**config.mk**
```make
export PLATFORM = sky130hd
export DESIGN_NAME = io_control_sequencer_flat
export DESIGN_NICKNAME = d
export VERILOG_FILES = /design/src/rtl/io_control_sequencer_if.sv /design/src/rtl/io_control_sequencer.sv /design/src/flat_wrapper.sv
export SDC_FILE = /design/constraint.sdc
export NUM_CORES = 1
export LEC_CHECK = 0
export CORE_UTILIZATION = 36
export CTS_CLUSTER_DIAMETER = 120
export DETAILED_ROUTE_END_ITERATION = 16
export PLACE_DENSITY = 0.81
export REMOVE_ABC_BUFFERS = 1
export SKIP_CTS_REPAIR_TIMING = 1
export SYNTH_ARGS = -nofsm -noshare
export SYNTH_HDL_FRONTEND = slang
export SYNTH_SLANG_ARGS = --single-unit
```
**constraint.sdc**
```tcl
create_clock -name clk -period 1.48 [get_ports clk]
set_clock_uncertainty 0.05 [all_clocks]
set_input_delay 0.296 -clock clk [delete_from_list [all_inputs] [get_ports clk]]
set_output_delay 0.296 -clock clk [all_outputs]
set_load 0.02 [all_outputs]
```
**src/rtl/io_control_sequencer_if.sv**
```systemverilog
// Control/status bundle between the I/O-class sequencer and the CPUproject datapath.
// master = sequencer (drives strobes), slave = datapath (supplies opcode and handshakes).
interface io_control_sequencer_if;
    logic [4:0] operation;
    logic       mem_ready;
    logic       out_busy;

    logic       PCout;
    logic       MARin;
    logic       IncPC;
    logic       ZLowIn;
    logic       ZLowout;
    logic       PCin;
    logic       Read;
    logic       MDRin;
    logic       MDRout;
    logic       IRin;
    logic       GRA;
    logic       R_in;
    logic       R_out;
    logic       InPortout;
    logic       HIout;
    logic       LOout;
    logic       enableOutputPort;

    logic       run;
    logic       illegal;
    logic [3:0] state_dbg;

    modport master (
        input  operation, mem_ready, out_busy,
        output PCout, MARin, IncPC, ZLowIn, ZLowout, PCin, Read, MDRin, MDRout, IRin,
               GRA, R_in, R_out, InPortout, HIout, LOout, enableOutputPort,
               run, illegal, state_dbg
    );

    modport slave (
        output operation, mem_ready, out_busy,
        input  PCout, MARin, IncPC, ZLowIn, ZLowout, PCin, Read, MDRin, MDRout, IRin,
               GRA, R_in, R_out, InPortout, HIout, LOout, enableOutputPort,
               run, illegal, state_dbg
    );
endinterface

```
**src/rtl/io_control_sequencer.sv**
```systemverilog
// Hardwired Moore sequencer: fetch (T0-T2), decode and single-cycle execute (T3) for
// out/in/mfhi/mflo/nop/halt, with stalls on memory read and output-port back-pressure.
module io_control_sequencer #(
    parameter logic [4:0] OP_IN   = 5'b10101,
    parameter logic [4:0] OP_OUT  = 5'b10110,
    parameter logic [4:0] OP_MFHI = 5'b11000,
    parameter logic [4:0] OP_MFLO = 5'b11001,
    parameter logic [4:0] OP_NOP  = 5'b11010,
    parameter logic [4:0] OP_HALT = 5'b11011
) (
    input  logic                          clk,
    input  logic                          clr,
    io_control_sequencer_if.master        ctl
);

    typedef enum logic [3:0] {
        StRst  = 4'd0,
        StT0   = 4'd7,
        StT1   = 4'd8,
        StT2   = 4'd9,
        StT3   = 4'd10,
        StHalt = 4'd15
    } state_e;

    state_e state_q, state_d;
    logic   t1_stall_q, t1_stall_d;
    logic   illegal_q, illegal_d;
    logic   op_known;

    always_comb begin
        unique case (ctl.operation)
            OP_IN, OP_OUT, OP_MFHI, OP_MFLO, OP_NOP, OP_HALT: op_known = 1'b1;
            default:                                          op_known = 1'b0;
        endcase
    end

    always_ff @(posedge clk or negedge clr) begin
        if (!clr) begin
            state_q    <= StRst;
            t1_stall_q <= 1'b0;
            illegal_q  <= 1'b0;
        end else begin
            state_q    <= state_d;
            t1_stall_q <= t1_stall_d;
            illegal_q  <= illegal_d;
        end
    end

    always_comb begin
        state_d = state_q;
        case (state_q)
            StRst:  state_d = StT0;
            StT0:   state_d = StT1;
            StT1:   if (ctl.mem_ready) state_d = StT2;
            StT2:   state_d = StT3;
            StT3: begin
                if (ctl.operation == OP_OUT) begin
                    if (!ctl.out_busy) state_d = StT0;
                end else if (ctl.operation == OP_HALT) begin
                    state_d = StHalt;
                end else begin
                    state_d = StT0;
                end
            end
            StHalt: state_d = StHalt;
            default: state_d = StRst;
        endcase
        // Remember that PC was already loaded so stall cycles in T1 drop PCin.
        t1_stall_d = (state_q == StT1) && (state_d == StT1);
        illegal_d  = (state_q == StT3) && !op_known;
    end

    always_comb begin
        ctl.PCout            = 1'b0;
        ctl.MARin            = 1'b0;
        ctl.IncPC            = 1'b0;
        ctl.ZLowIn           = 1'b0;
        ctl.ZLowout          = 1'b0;
        ctl.PCin             = 1'b0;
        ctl.Read             = 1'b0;
        ctl.MDRin            = 1'b0;
        ctl.MDRout           = 1'b0;
        ctl.IRin             = 1'b0;
        ctl.GRA              = 1'b0;
        ctl.R_in             = 1'b0;
        ctl.R_out            = 1'b0;
        ctl.InPortout        = 1'b0;
        ctl.HIout            = 1'b0;
        ctl.LOout            = 1'b0;
        ctl.enableOutputPort = 1'b0;
        ctl.run              = (state_q != StHalt);
        ctl.illegal          = illegal_q;
        ctl.state_dbg        = state_q;
        case (state_q)
            StT0: begin
                ctl.PCout  = 1'b1;
                ctl.MARin  = 1'b1;
                ctl.IncPC  = 1'b1;
                ctl.ZLowIn = 1'b1;
            end
            StT1: begin
                ctl.ZLowout = 1'b1;
                ctl.PCin    = !t1_stall_q;
                ctl.Read    = 1'b1;
                ctl.MDRin   = 1'b1;
            end
            StT2: begin
                ctl.MDRout = 1'b1;
                ctl.IRin   = 1'b1;
            end
            StT3: begin
                // nop, halt and undefined opcodes assert nothing here.
                if (ctl.operation == OP_OUT) begin
                    ctl.GRA              = 1'b1;
                    ctl.R_out            = 1'b1;
                    ctl.enableOutputPort = 1'b1;
                end else if (ctl.operation == OP_IN) begin
                    ctl.InPortout = 1'b1;
                    ctl.GRA       = 1'b1;
                    ctl.R_in      = 1'b1;
                end else if (ctl.operation == OP_MFHI) begin
                    ctl.HIout = 1'b1;
                    ctl.GRA   = 1'b1;
                    ctl.R_in  = 1'b1;
                end else if (ctl.operation == OP_MFLO) begin
                    ctl.LOout = 1'b1;
                    ctl.GRA   = 1'b1;
                    ctl.R_in  = 1'b1;
                end
            end
            default: ;
        endcase
    end

endmodule

```
**src/flat_wrapper.sv**
```systemverilog
// flat-port wrapper written by rule: the top's interface ports become plain ports
module io_control_sequencer_flat 
#(
    parameter logic [4:0] OP_IN   = 5'b10101,
    parameter logic [4:0] OP_OUT  = 5'b10110,
    parameter logic [4:0] OP_MFHI = 5'b11000,
    parameter logic [4:0] OP_MFLO = 5'b11001,
    parameter logic [4:0] OP_NOP  = 5'b11010,
    parameter logic [4:0] OP_HALT = 5'b11011
)
  (clk, clr, ctl_operation, ctl_mem_ready, ctl_out_busy, ctl_PCout, ctl_MARin, ctl_IncPC, ctl_ZLowIn, ctl_ZLowout, ctl_PCin, ctl_Read, ctl_MDRin, ctl_MDRout, ctl_IRin, ctl_GRA, ctl_R_in, ctl_R_out, ctl_InPortout, ctl_HIout, ctl_LOout, ctl_enableOutputPort, ctl_run, ctl_illegal, ctl_state_dbg);
  io_control_sequencer_if ctl_i ();
  input  logic clk;
  input  logic clr;
  input wire logic [$bits(ctl_i.operation)-1:0] ctl_operation;
  input wire logic [$bits(ctl_i.mem_ready)-1:0] ctl_mem_ready;
  input wire logic [$bits(ctl_i.out_busy)-1:0] ctl_out_busy;
  output wire logic [$bits(ctl_i.PCout)-1:0] ctl_PCout;
  output wire logic [$bits(ctl_i.MARin)-1:0] ctl_MARin;
  output wire logic [$bits(ctl_i.IncPC)-1:0] ctl_IncPC;
  output wire logic [$bits(ctl_i.ZLowIn)-1:0] ctl_ZLowIn;
  output wire logic [$bits(ctl_i.ZLowout)-1:0] ctl_ZLowout;
  output wire logic [$bits(ctl_i.PCin)-1:0] ctl_PCin;
  output wire logic [$bits(ctl_i.Read)-1:0] ctl_Read;
  output wire logic [$bits(ctl_i.MDRin)-1:0] ctl_MDRin;
  output wire logic [$bits(ctl_i.MDRout)-1:0] ctl_MDRout;
  output wire logic [$bits(ctl_i.IRin)-1:0] ctl_IRin;
  output wire logic [$bits(ctl_i.GRA)-1:0] ctl_GRA;
  output wire logic [$bits(ctl_i.R_in)-1:0] ctl_R_in;
  output wire logic [$bits(ctl_i.R_out)-1:0] ctl_R_out;
  output wire logic [$bits(ctl_i.InPortout)-1:0] ctl_InPortout;
  output wire logic [$bits(ctl_i.HIout)-1:0] ctl_HIout;
  output wire logic [$bits(ctl_i.LOout)-1:0] ctl_LOout;
  output wire logic [$bits(ctl_i.enableOutputPort)-1:0] ctl_enableOutputPort;
  output wire logic [$bits(ctl_i.run)-1:0] ctl_run;
  output wire logic [$bits(ctl_i.illegal)-1:0] ctl_illegal;
  output wire logic [$bits(ctl_i.state_dbg)-1:0] ctl_state_dbg;
  assign ctl_i.operation = ctl_operation;
  assign ctl_i.mem_ready = ctl_mem_ready;
  assign ctl_i.out_busy = ctl_out_busy;
  assign ctl_PCout = ctl_i.PCout;
  assign ctl_MARin = ctl_i.MARin;
  assign ctl_IncPC = ctl_i.IncPC;
  assign ctl_ZLowIn = ctl_i.ZLowIn;
  assign ctl_ZLowout = ctl_i.ZLowout;
  assign ctl_PCin = ctl_i.PCin;
  assign ctl_Read = ctl_i.Read;
  assign ctl_MDRin = ctl_i.MDRin;
  assign ctl_MDRout = ctl_i.MDRout;
  assign ctl_IRin = ctl_i.IRin;
  assign ctl_GRA = ctl_i.GRA;
  assign ctl_R_in = ctl_i.R_in;
  assign ctl_R_out = ctl_i.R_out;
  assign ctl_InPortout = ctl_i.InPortout;
  assign ctl_HIout = ctl_i.HIout;
  assign ctl_LOout = ctl_i.LOout;
  assign ctl_enableOutputPort = ctl_i.enableOutputPort;
  assign ctl_run = ctl_i.run;
  assign ctl_illegal = ctl_i.illegal;
  assign ctl_state_dbg = ctl_i.state_dbg;
  io_control_sequencer #(.OP_IN(OP_IN), .OP_OUT(OP_OUT), .OP_MFHI(OP_MFHI), .OP_MFLO(OP_MFLO), .OP_NOP(OP_NOP), .OP_HALT(OP_HALT)) u_core (.clk(clk), .clr(clr), .ctl(ctl_i));
endmodule
```
==> impl_metrics.yaml <==
floorplan:
  core_mm2: 0.00135
  pin_count: 32
  rows: 13
  dieHeight_um: 40.9
  total_die_area_mm2: 0.00167
  start_util: 0.404
  die_width_um: 40.9
clocking:
  tritoncts_num_sinks: 6
  cts_max_level: 1
  cts-buffers-inserted: 3
  clock_tree_from_tritoncts: "yes"
  clock_insertion_delay_at_the_later_pin_of_the_skew_report_ns: 0.26
  clk_root_buffer_cell: "sky130_fd_sc_hd__clkbuf_4"
  cts_max_path_buffers: 2
  clkSlewWorstSetupHoldPaths_ns: 0.05
detailed_routing:
  post_drt_via_cell_ratio: 5.37
  final_antenna_net_count: 0
  totalWireLength_um: 1780
  drt-initial-drc-count: 17
  drt_pre_antenna_iters: 4
  remaining_drc_errors: 0
  avgRoutedWirePerCell_um: 14.5
  detailroute.via_count: 660
power_and_ir_drop:
  total_leakage_power_nw: 0.603
  powerDensity_mw_per_mm2: 1270
  vdd_ir_drop_max_mv: 0.562
synthesis:
  synth-seq-area-share: 0.275
  post_synth.cell_area_avg_um2: 9.25
  synth_top_cells_by_count: "sky130_fd_sc_hd__buf_4 (9), sky130_fd_sc_hd__dfrtp_1 (6), sky130_fd_sc_hd__nor2_1 (5), sky130_fd_sc_hd__nand2b_1 (3)"
  synthMostInstantiatedCell: "sky130_fd_sc_hd__buf_4"
  postSynth.topFlopCell: "sky130_fd_sc_hd__dfrtp_1"
  yosysTopAreaCell: "sky130_fd_sc_hd__dfrtp_1"
  yosysTopAreaCellShare: 0.275
  number_of_library_cell_types_mapped_by_synthesis: 32
  netlist_top_cells_area: "sky130_fd_sc_hd__dfrtp_1 (28%), sky130_fd_sc_hd__buf_4 (12%), sky130_fd_sc_hd__nand2b_1 (3.4%)"
  synthesis.instances: 59
  count_of_state_elements_after_synthesis: 6
  synth_async_sr_flop_share: 1.00
  yosys_warnings: 0
  netlist_area_um2: 546
  synth_enable_flop_cells: 0
place:
  post-place-cells: 113
  detailedPlacementHpwl_um: 1240
  numPortBuffers: 31
  place_area_um2: 931
  routabilityCongestion: 0.728
global_route:
  grt_first_pass_wirelength_um: 2270
  overflow: 0
  first_global_vias: 551
  globalRouteTotalUtil: 0.210
  number_of_antenna_violations_at_the_first_check_in_global_routing: 0
  maximum_number_of_pins_on_one_net_before_global_route_repair: 11
sta:
  setup_slack_ns: -0.275
  timing_worst_slew_pin_value_ns: 0.307
  timing.final.setup_violations: 18
  time_the_worst_path_needs_with_i_o_delays_and_setup_ns: 1.76
  grt_setup_unrepaired: "yes"
  post-route-period-util: 1.19
  finalHoldViolations: 0
  maxSlewViolCount: 0
  fmax_ghz: 0.570
  timing.max_slew.rel_slack: 0.794
finish:
  post-route-util: 0.805
  post_route_cells_drive_above_1_share: 0.620
  antenna-diode-count: 0
  post_route_standard_cell_area_excluding_fillers_mm2: 0.00109
  non_filler_instances: 123
  finalNetCount: 119
  relative_area_change_from_synthesis_to_final_layout_pct: 99.3
critical_path:
  critical_path.endpoint: "ctl_R_in"
  cp-startpoint: "u_core.ctl.state_dbg[2]$_DFF_PN0_"
  ff2ff_setup_slack_ns: 0.10
  critPathMaxFanout: 3
  cp-start-kind: "register"
  timing.rr.start: "u_core.ctl.state_dbg[3]$_DFF_PN0_"
  worstPathArrival_ns: 1.41
  setup.worst_path.class: "register to output pin"
  reg2reg_depth: 5
  timing.critical_path.required_ns: 1.13
  worst_reg2reg_endpoint: "u_core.ctl.state_dbg[0]$_DFF_PN0_"
  worstSetupEndpointType: "output pin"
outcome:
  violations: "negative setup slack"
  outcome: "complete, but fails checks"
hold_path:
  hp-class: "input pin to async pin"
run:
  drv_cap: 0
cell usage in the layout, fill, tap and decap left out, types with 3 or more instances in the layout:
cell	Yosys	routed
sky130_fd_sc_hd__buf_4	9	30
sky130_fd_sc_hd__buf_6	1	11
sky130_fd_sc_hd__clkbuf_4	0	3
sky130_fd_sc_hd__clkdlybuf4s50_1	0	3
sky130_fd_sc_hd__dfrtp_1	6	3
sky130_fd_sc_hd__dfrtp_2	0	3
sky130_fd_sc_hd__dlymetal6s2s_1	0	10
sky130_fd_sc_hd__nand2b_1	3	3
sky130_fd_sc_hd__nor2_1	5	3
sky130_fd_sc_hd__nor2_4	1	3
worst min-delay path by stage:
stage,endpoint,cells past startpoint,slack (ns)
global route,u_core.ctl.state_dbg[2]$_DFF_PN0_,1,0.26
detailed placement,u_core.t1_stall_q$_DFF_PN0_,1,0.51
CTS,u_core.ctl.state_dbg[2]$_DFF_PN0_,1,0.24
global placement,u_core.t1_stall_q$_DFF_PN0_,1,0.50
floorplan,u_core.ctl.illegal$_DFF_PN0_,0,-0.05
finish,u_core.ctl.state_dbg[2]$_DFF_PN0_,1,0.24
metrics by stage:
| step | hold slack (ns) | setup TNS, ns | total power [mW] | setup WS (ns) |
|---|---|---|---|---|
| 6_report | 0.239 | -3.63 | 1.38 | -0.275 |
| 5_1_grt | 0.258 | -4.72 | 1.45 | -0.356 |
| 4_1_cts | 0.236 | -14.37 | 1.23 | -0.867 |
| 3_5_place_dp | 0.512 | -10.47 | 1.06 | -0.869 |
| 3_3_place_gp | 0.501 | -9.84 | 1.04 | -0.810 |
| 2_1_floorplan | -0.0496 | -4.34 | 0.636 | -0.672 |
flip-flops by register name (all words and copies together), names as in the netlist:
register / cells
u_core.t1_stall_q: 1
u_core.ctl.illegal: 1
u_core.ctl.state_dbg: 4
layout make-up:
class | count | area (µm²)
Clock buffer | 3 | 22.5
Fill cell | 95 | 263
Inverter | 1 | 3.75
Multi-Input combinational cell | 42 | 374
Sequential cell | 6 | 154
Tap cell | 15 | 18.8
Timing Repair Buffer | 56 | 514
critical path: stages (launching register included):
cell and delay [ns]:
sky130_fd_sc_hd__dfrtp_2 0.43, sky130_fd_sc_hd__nor2_4 0.13, sky130_fd_sc_hd__nand4_1 0.18, sky130_fd_sc_hd__a211oi_2 0.23
sky130_fd_sc_hd__buf_4 0.17
routing by layer:
metal  vias to the layer above  wire length (µm)  GRT usage
met5                         -                 0          0
met4                         0                41      0.100
met3                         7               157     0.0435
met2                        42               931      0.398
met1                       304               653      0.213
li1                        307                 -          -
kinds of logic after synthesis:
logic type,after synthesis,synth area share
flip-flops,6,0.275
buffers and inverters,11,0.151
AND/OR/NAND/NOR,28,0.376
XOR/XNOR,2,0.0321
AO/OA/AOI/OAI,12,0.165
report_power, final:
group          switching [mW]  internal [mW]
Clock                  0.0700         0.0925
Sequential             0.0640          0.215
Combinational           0.441          0.493
No activity file was read; power rests on OpenSTA's default activity.
